### src/rtl/spwm_cfg_if.sv
// Configuration handshake between the control plane and the SPWM phase sequencer.
// A config word transfers on any clock where cfg_valid and cfg_ready are both high.
interface spwm_cfg_if #(
  parameter int ACC_BITS = 32,
  parameter int DIV_BITS = 16
);
  logic                cfg_valid;
  logic                cfg_ready;
  logic [ACC_BITS-1:0] cfg_fcw;
  logic [DIV_BITS-1:0] cfg_div;

  modport master (output cfg_valid, output cfg_fcw, output cfg_div, input cfg_ready);
  modport slave  (input cfg_valid, input cfg_fcw, input cfg_div, output cfg_ready);
endinterface

### src/rtl/spwm_phase_sequencer.sv
// Phase accumulator feeding the three-phase sine ROM: a prescaled sample tick steps
// the accumulator by fcw, and a stop request drains to the next period boundary.
module spwm_phase_sequencer #(
  parameter int ADDR_BITS = 16,
  parameter int ACC_BITS  = 32,
  parameter int DIV_BITS  = 16
) (
  input  logic                 clk,
  input  logic                 rst,
  spwm_cfg_if.slave            cfg,
  input  logic                 i_start,
  input  logic                 i_stop,
  output logic                 o_rom_en,
  output logic [ADDR_BITS-1:0] o_rom_addr,
  output logic                 o_sample_tick,
  output logic                 o_period_wrap,
  output logic                 o_busy
);

  typedef enum logic [1:0] {S_IDLE, S_RUN, S_DRAIN} state_t;

  state_t               r_state;
  state_t               w_next;
  logic [ACC_BITS-1:0]  r_acc;
  logic [DIV_BITS-1:0]  r_presc;
  logic [ACC_BITS-1:0]  r_fcw;
  logic [DIV_BITS-1:0]  r_div;
  logic [ACC_BITS-1:0]  r_fcw_sh;
  logic [DIV_BITS-1:0]  r_div_sh;
  logic                 r_pend;
  logic                 r_busy;
  logic [ADDR_BITS-1:0] r_rom_addr;
  logic                 r_tick;
  logic                 r_wrap;

  logic                 w_accept;
  logic                 w_tick;
  logic [ACC_BITS:0]    w_sum;
  logic                 w_carry;
  logic                 w_drain_exit;

  assign cfg.cfg_ready = (r_state != S_DRAIN);
  assign w_accept      = cfg.cfg_valid & cfg.cfg_ready;
  assign w_tick        = (r_state != S_IDLE) && (r_presc == r_div);
  assign w_sum         = {1'b0, r_acc} + {1'b0, r_fcw};
  assign w_carry       = w_sum[ACC_BITS];
  // A zero step can never wrap, so DRAIN gives up at once rather than hang.
  assign w_drain_exit  = (r_state == S_DRAIN) && !i_start &&
                         ((r_fcw == '0) || (w_tick && w_carry));

  // NOTE: every signal driven here gets a default first so no latch is inferred.
  always_comb begin
    w_next = r_state;
    unique case (r_state)
      S_IDLE:  if (i_start) w_next = S_RUN;
      S_RUN:   if (i_stop)  w_next = S_DRAIN;
      S_DRAIN: begin
        if (i_start)           w_next = S_RUN;
        else if (w_drain_exit) w_next = S_IDLE;
      end
      default: w_next = S_IDLE;
    endcase
  end

  // NOTE: sequential state uses non-blocking assignments so all flops update together.
  always_ff @(posedge clk or posedge rst) begin
    if (rst) begin
      r_state    <= S_IDLE;
      r_acc      <= '0;
      r_presc    <= '0;
      r_fcw      <= '0;
      r_div      <= '0;
      r_fcw_sh   <= '0;
      r_div_sh   <= '0;
      r_pend     <= 1'b0;
      r_busy     <= 1'b0;
      r_rom_addr <= '0;
      r_tick     <= 1'b0;
      r_wrap     <= 1'b0;
    end else begin
      r_state <= w_next;
      r_busy  <= (w_next != S_IDLE);
      r_tick  <= 1'b0;
      r_wrap  <= 1'b0;

      if (r_state == S_IDLE) begin
        // Idle config goes straight to the live registers; a leftover shadow is flushed.
        if (w_accept) begin
          r_fcw <= cfg.cfg_fcw;
          r_div <= cfg.cfg_div;
        end else if (r_pend) begin
          r_fcw <= r_fcw_sh;
          r_div <= r_div_sh;
        end
        r_pend <= 1'b0;
        if (i_start) begin
          r_acc      <= '0;
          r_presc    <= '0;
          r_rom_addr <= '0;
        end
      end else begin
        r_presc <= w_tick ? '0 : r_presc + 1'b1;

        if (w_tick && r_pend) begin
          r_fcw  <= r_fcw_sh;
          r_div  <= r_div_sh;
          r_pend <= 1'b0;
        end
        if (w_accept) begin
          r_fcw_sh <= cfg.cfg_fcw;
          r_div_sh <= cfg.cfg_div;
          r_pend   <= 1'b1;
        end

        if (w_drain_exit) begin
          r_acc      <= '0;
          r_rom_addr <= '0;
          r_tick     <= w_tick && w_carry;
          r_wrap     <= w_tick && w_carry;
        end else if (w_tick) begin
          r_acc      <= w_sum[ACC_BITS-1:0];
          r_rom_addr <= w_sum[ACC_BITS-1 -: ADDR_BITS];
          r_tick     <= 1'b1;
          r_wrap     <= w_carry;
        end
      end
    end
  end

  assign o_rom_en      = r_busy;
  assign o_busy        = r_busy;
  assign o_rom_addr    = r_rom_addr;
  assign o_sample_tick = r_tick;
  assign o_period_wrap = r_wrap;

endmodule
### src/flat_wrapper.sv
// flat-port wrapper written by rule: the top's interface ports become plain ports
module spwm_phase_sequencer_flat 
#(
  parameter int ADDR_BITS = 16,
  parameter int ACC_BITS  = 32,
  parameter int DIV_BITS  = 16
)
  (clk, rst, i_start, i_stop, o_rom_en, o_rom_addr, o_sample_tick, o_period_wrap, o_busy, cfg_cfg_valid, cfg_cfg_fcw, cfg_cfg_div, cfg_cfg_ready);
  spwm_cfg_if #(.ACC_BITS(ACC_BITS), .DIV_BITS(DIV_BITS)) cfg_i ();
  input  logic clk;
  input  logic rst;
  input  logic i_start;
  input  logic i_stop;
  output logic o_rom_en;
  output logic [ADDR_BITS-1:0] o_rom_addr;
  output logic o_sample_tick;
  output logic o_period_wrap;
  output logic o_busy;
  input wire logic [$bits(cfg_i.cfg_valid)-1:0] cfg_cfg_valid;
  input wire logic [$bits(cfg_i.cfg_fcw)-1:0] cfg_cfg_fcw;
  input wire logic [$bits(cfg_i.cfg_div)-1:0] cfg_cfg_div;
  output wire logic [$bits(cfg_i.cfg_ready)-1:0] cfg_cfg_ready;
  assign cfg_i.cfg_valid = cfg_cfg_valid;
  assign cfg_i.cfg_fcw = cfg_cfg_fcw;
  assign cfg_i.cfg_div = cfg_cfg_div;
  assign cfg_cfg_ready = cfg_i.cfg_ready;
  spwm_phase_sequencer #(.ADDR_BITS(ADDR_BITS), .ACC_BITS(ACC_BITS), .DIV_BITS(DIV_BITS)) u_core (.clk(clk), .rst(rst), .cfg(cfg_i), .i_start(i_start), .i_stop(i_stop), .o_rom_en(o_rom_en), .o_rom_addr(o_rom_addr), .o_sample_tick(o_sample_tick), .o_period_wrap(o_period_wrap), .o_busy(o_busy));
endmodule
### config.mk
export PLATFORM = sky130hd
export DESIGN_NAME = spwm_phase_sequencer_flat
export DESIGN_NICKNAME = d
export VERILOG_FILES = /design/src/rtl/spwm_cfg_if.sv /design/src/rtl/spwm_phase_sequencer.sv /design/src/flat_wrapper.sv
export SDC_FILE = /design/constraint.sdc
export NUM_CORES = 1
export LEC_CHECK = 0
export ABC_AREA = 1
export CAP_MARGIN = 10
export CORE_UTILIZATION = 30
export CTS_CLUSTER_SIZE = 10
export DETAILED_ROUTE_END_ITERATION = 7
export GPL_ROUTABILITY_DRIVEN = 0
export PLACE_DENSITY = 0.45
export SKIP_LAST_GASP = 1
export SYNTH_ARGS = -nofsm -noshare
export SYNTH_HDL_FRONTEND = slang
export SYNTH_SLANG_ARGS = --single-unit
### constraint.sdc
create_clock -name clk -period 9.06 [get_ports clk]
set_clock_uncertainty 0.1 [all_clocks]
set_input_delay 0.906 -clock clk [delete_from_list [all_inputs] [get_ports clk]]
set_output_delay 0.906 -clock clk [all_outputs]
set_load 0.05 [all_outputs]
==> impl_results.md <==
- Crit path depth: 13
- Main flop type after synthesis: dfrtp_1
- DR vias: 7740
- Critical path's slowest cell: a21oi_4
- Largest net degree at the start of global routing: 94
- Max Slew Vio Count: 0
- Number of setup buffers added after CTS: 0
- Diodes inserted: 0
- DIE WIDTH: 176.0 µm
- CTS tree: built
- Synth Net Count: 1349
- Antenna violations before repair: 0
- Gr usage total: 16.61%
- Total global routing overflow: 0
- Minimum clock period: 3406 ps
- Largest delay contributor family on the critical path: compound AO/OA/AOI/OAI gates
- Worst slew margin: 26.45%
- Hold Crit Depth: 2
- Actual slew at the worst max-slew pin: 1101 ps
- Hpwl dp: 17320 µm
- Fin Setup TNS: 0 ps
- Wirelength per Cell: 14.17 µm
- Most common cell in the netlist: nand2_1
- Sequential power share: 33.0%
- Post-synth top area cell: dfrtp_1
- CP dominant cell by count: nand2_1
- Worst r2r src: u_core.r_presc[12]$_DFFE_PP0P_
- 1st-iter DRT viols: 512
- Hold Path End: u_core.r_fcw_sh[18]$_DFFE_PP0P_
- EDFF count, synth: 0
- # fillers: 3209
- Area growth syn-to-layout: 16.56%
- Final ANT Viol Nets: 0
- Crit path cell chain: inv_2, nand2_1, nand2_1, a21oi_1, nand2_1, nor2_1, nand2_1, nand2_1, inv_2, a21oi_4, buf_4, nand2_1, o21ai_1
- CTS sink cnt: 150
- Area occupied by multi-input gates: 0.004367 mm²
- Synth top area cells: dfrtp_1 (41%), nand2_1 (18%), o21ai_0 (6.8%)
- # resized after CTS: 0
- Vias per cell: 4.545
- Final Hold Violating Endpoints: 0
- CP Launch Type: flop
- Crit Path Category: flop to flop
- Die H: 176.0 µm
- Pwr dens: 309.2 mW/mm²
- Die Footprint: 0.03097 mm²
- Global-route wire length before repair: 39810 µm
- Number of port buffers: 73
- Vias in the first global route: 7617
- FF-to-FF setup slack: 5650 ps
- Post-synth top cells: nand2_1 (427), inv_1 (152), dfrtp_1 (150), o21ai_0 (123), nor2_1 (92)
- Final Cell Area: 0.01059 mm²
- Sw power: 0.001443 W
- Synth unique cells: 38
- CP Data Required Time: 9320 ps
- Worst reg2reg path endpoint: u_core.r_fcw[26]$_DFFE_PP0P_
- Placed Area: 0.009982 mm²
- Worst Hold Launch: u_core.r_fcw_sh[18]$_DFFE_PP0P_
- RSZ-0062 raised after global routing: false
- CTS Buf Count: 17
- Crit path max fanout: 58
- Hold WC Path Type: flop to flop
- Slowest stage delay, CP: 730 ps
- CTS clk-pin slew, worst paths: 70 ps
- Leakage: 5.275 nW
- Synthesized area: 0.009081 mm²
- Post-Synthesis Cells: 1262
- Critical Path Source: u_core.r_presc[12]$_DFFE_PP0P_
- Max_cap viols: 0
- Endpoints failing setup: 0
- Sw frac: 44.08%
- Core Region: 0.02972 mm²
- Cells on worst reg2reg path: 13
- Final Cycle Share: 37.60%
- Share of layout cells above drive strength 1: 5.179%
- Count of boundary I/O pins: 74
- Mapped Avg Cell Area: 7.196 µm²
- Clock Latency Late Sink: 440 ps
- Clock Path Buffers: 2
- Std-Cell Rows: 63
- Fmax: 293.6 MHz
- WP buf/inv: 3
- Seq. cell area: 0.003754 mm²
- Root Buffer: clkbuf_16
- CP Capture Type: flop
- VDD IR max: 0.0001287 V
- Final Util: 35.62%
- DRT Wirelength: 24140 µm
- Synth top area share: 41.33%
- Clock share of power: 22.9%
- Internal: 0.001830 W
- H-tree levels: 4
- CP arrival: 3670 ps
- Seq/Total Area, Yosys: 41.33%
- DR pass1 iterations: 7
- DRC: 0
- Status: finished clean
- Ys Warns: 0
- Gate power share: 44.1%
- Post-synthesis async set-or-reset flop share: 100.0%
- Synthesis-stage register bit count: 150
- Nets: 1387
- Starting Density: 30.56%
- Hold-fix buffers at CTS: 0
==> metal layers <==
metal	up-vias	share of wire (%)	track usage (%)
met3	18	2.9	3.036
met2	119	46	26.71
met1	3548	50	22.85
li1	4055	-	-
met4	0	1.1	4.348
met5	-	0	0
==> final cells by class <==
| cell class | instances | share of cell area [%] |
|---|---|---|
| Clock buffer | 17 | 4.019 |
| Clock inverter | 15 | 1.678 |
| Inverter | 162 | 5.792 |
| Multi-Input combinational cell | 892 | 41.25 |
| Sequential cell | 150 | 35.46 |
| Tap cell | 390 | 4.610 |
| Timing Repair Buffer | 77 | 7.187 |
==> power groups by stage <==
| stage | combinational [W] | clock [W] | sequential, W |
|---|---|---|---|
| 3_5_place_dp | 0.00146 | 0 | 0.00109 |
| 6_report | 0.00144 | 0.000749 | 0.00108 |
| 3_3_place_gp | 0.00145 | 0 | 0.00109 |
| 2_1_floorplan | 0.00117 | 0 | 0.00104 |
| 4_1_cts | 0.00146 | 0.000773 | 0.00108 |
| 5_1_grt | 0.00167 | 0.000800 | 0.00111 |
==> cells in the final DEF (no fill, tap or decap), drive strengths merged, types with 2 or more instances in the layout <==
cell type        n
clkdlybuf4s50   73
clkbuf          17
a21o             5
buf              4
nand3b           7
clkinv           3
dfrtp          150
o22ai            7
ha              33
o21a             3
a21oi           41
nand2          436
o21ai          155
nand4           14
clkinvlp         2
xnor2           15
nor2            95
inv            171
a31oi            4
xor2            13
mux2             4
nor3             7
o21bai           6
nor4             4
nand3           37
==> cell families after synthesis <==
kind of cell,Yosys count,synth area share (%)
fa+ha+maj,34,4.767
flops,150,41.33
simple gates,603,26.87
compound gates,223,13.17
xor+xnor,28,2.701
mux,4,0.4960
buf+inv,220,10.66
==> metrics by stage <==
stage | setup slack [ps] | std cells | hold slack, ps | power, W
6_report | 5654 | 1703 | 383.3 | 0.003273
2_1_floorplan | 4018 | 1262 | 352.9 | 0.002204
4_1_cts | 5575 | 1703 | 388.4 | 0.003317
5_1_grt | 5191 | 1703 | 413.1 | 0.003578
3_5_place_dp | 5150 | 1671 | 369.9 | 0.002548
3_3_place_gp | 5230 | 1671 | 367.0 | 0.002541
==> state kept, by name (all words and copies together), names as in the netlist, 2 cells and up <==
| name | count |
|---|---|
| u_core.r_fcw | 32 |
| u_core.r_fcw_sh | 32 |
| u_core.r_acc | 17 |
| u_core.r_div | 16 |
| u_core.r_div_sh | 16 |
| u_core.r_presc | 16 |
| u_core.o_rom_addr | 15 |
| u_core.r_state | 2 |
==> worst register-to-register path: stages (launching register included) <==
cell     delay [ps]
dfrtp_1         430
inv_2            60
nand2_1          50
nand2_1          40
a21oi_1         140
nand2_1          90
nor2_1          110
nand2_1         100
nand2_1         390
inv_2           230
a21oi_4         730
buf_4           590
nand2_1         150
o21ai_1         100
==> how the worst max path moves through the flow <==
stage / end / slack [ps]
6_report: u_core.r_fcw[26]$_DFFE_PP0P_ / 5650
5_1_grt: u_core.r_fcw[6]$_DFFE_PP0P_ / 5190
4_1_cts: u_core.r_fcw[17]$_DFFE_PP0P_ / 5570
3_5_place_dp: u_core.r_div[1]$_DFFE_PP0P_ / 5150
3_3_place_gp: u_core.r_div[1]$_DFFE_PP0P_ / 5230
2_1_floorplan: u_core.o_busy$_DFF_PP0_ / 4020
Power figures use the tool's default switching activity.
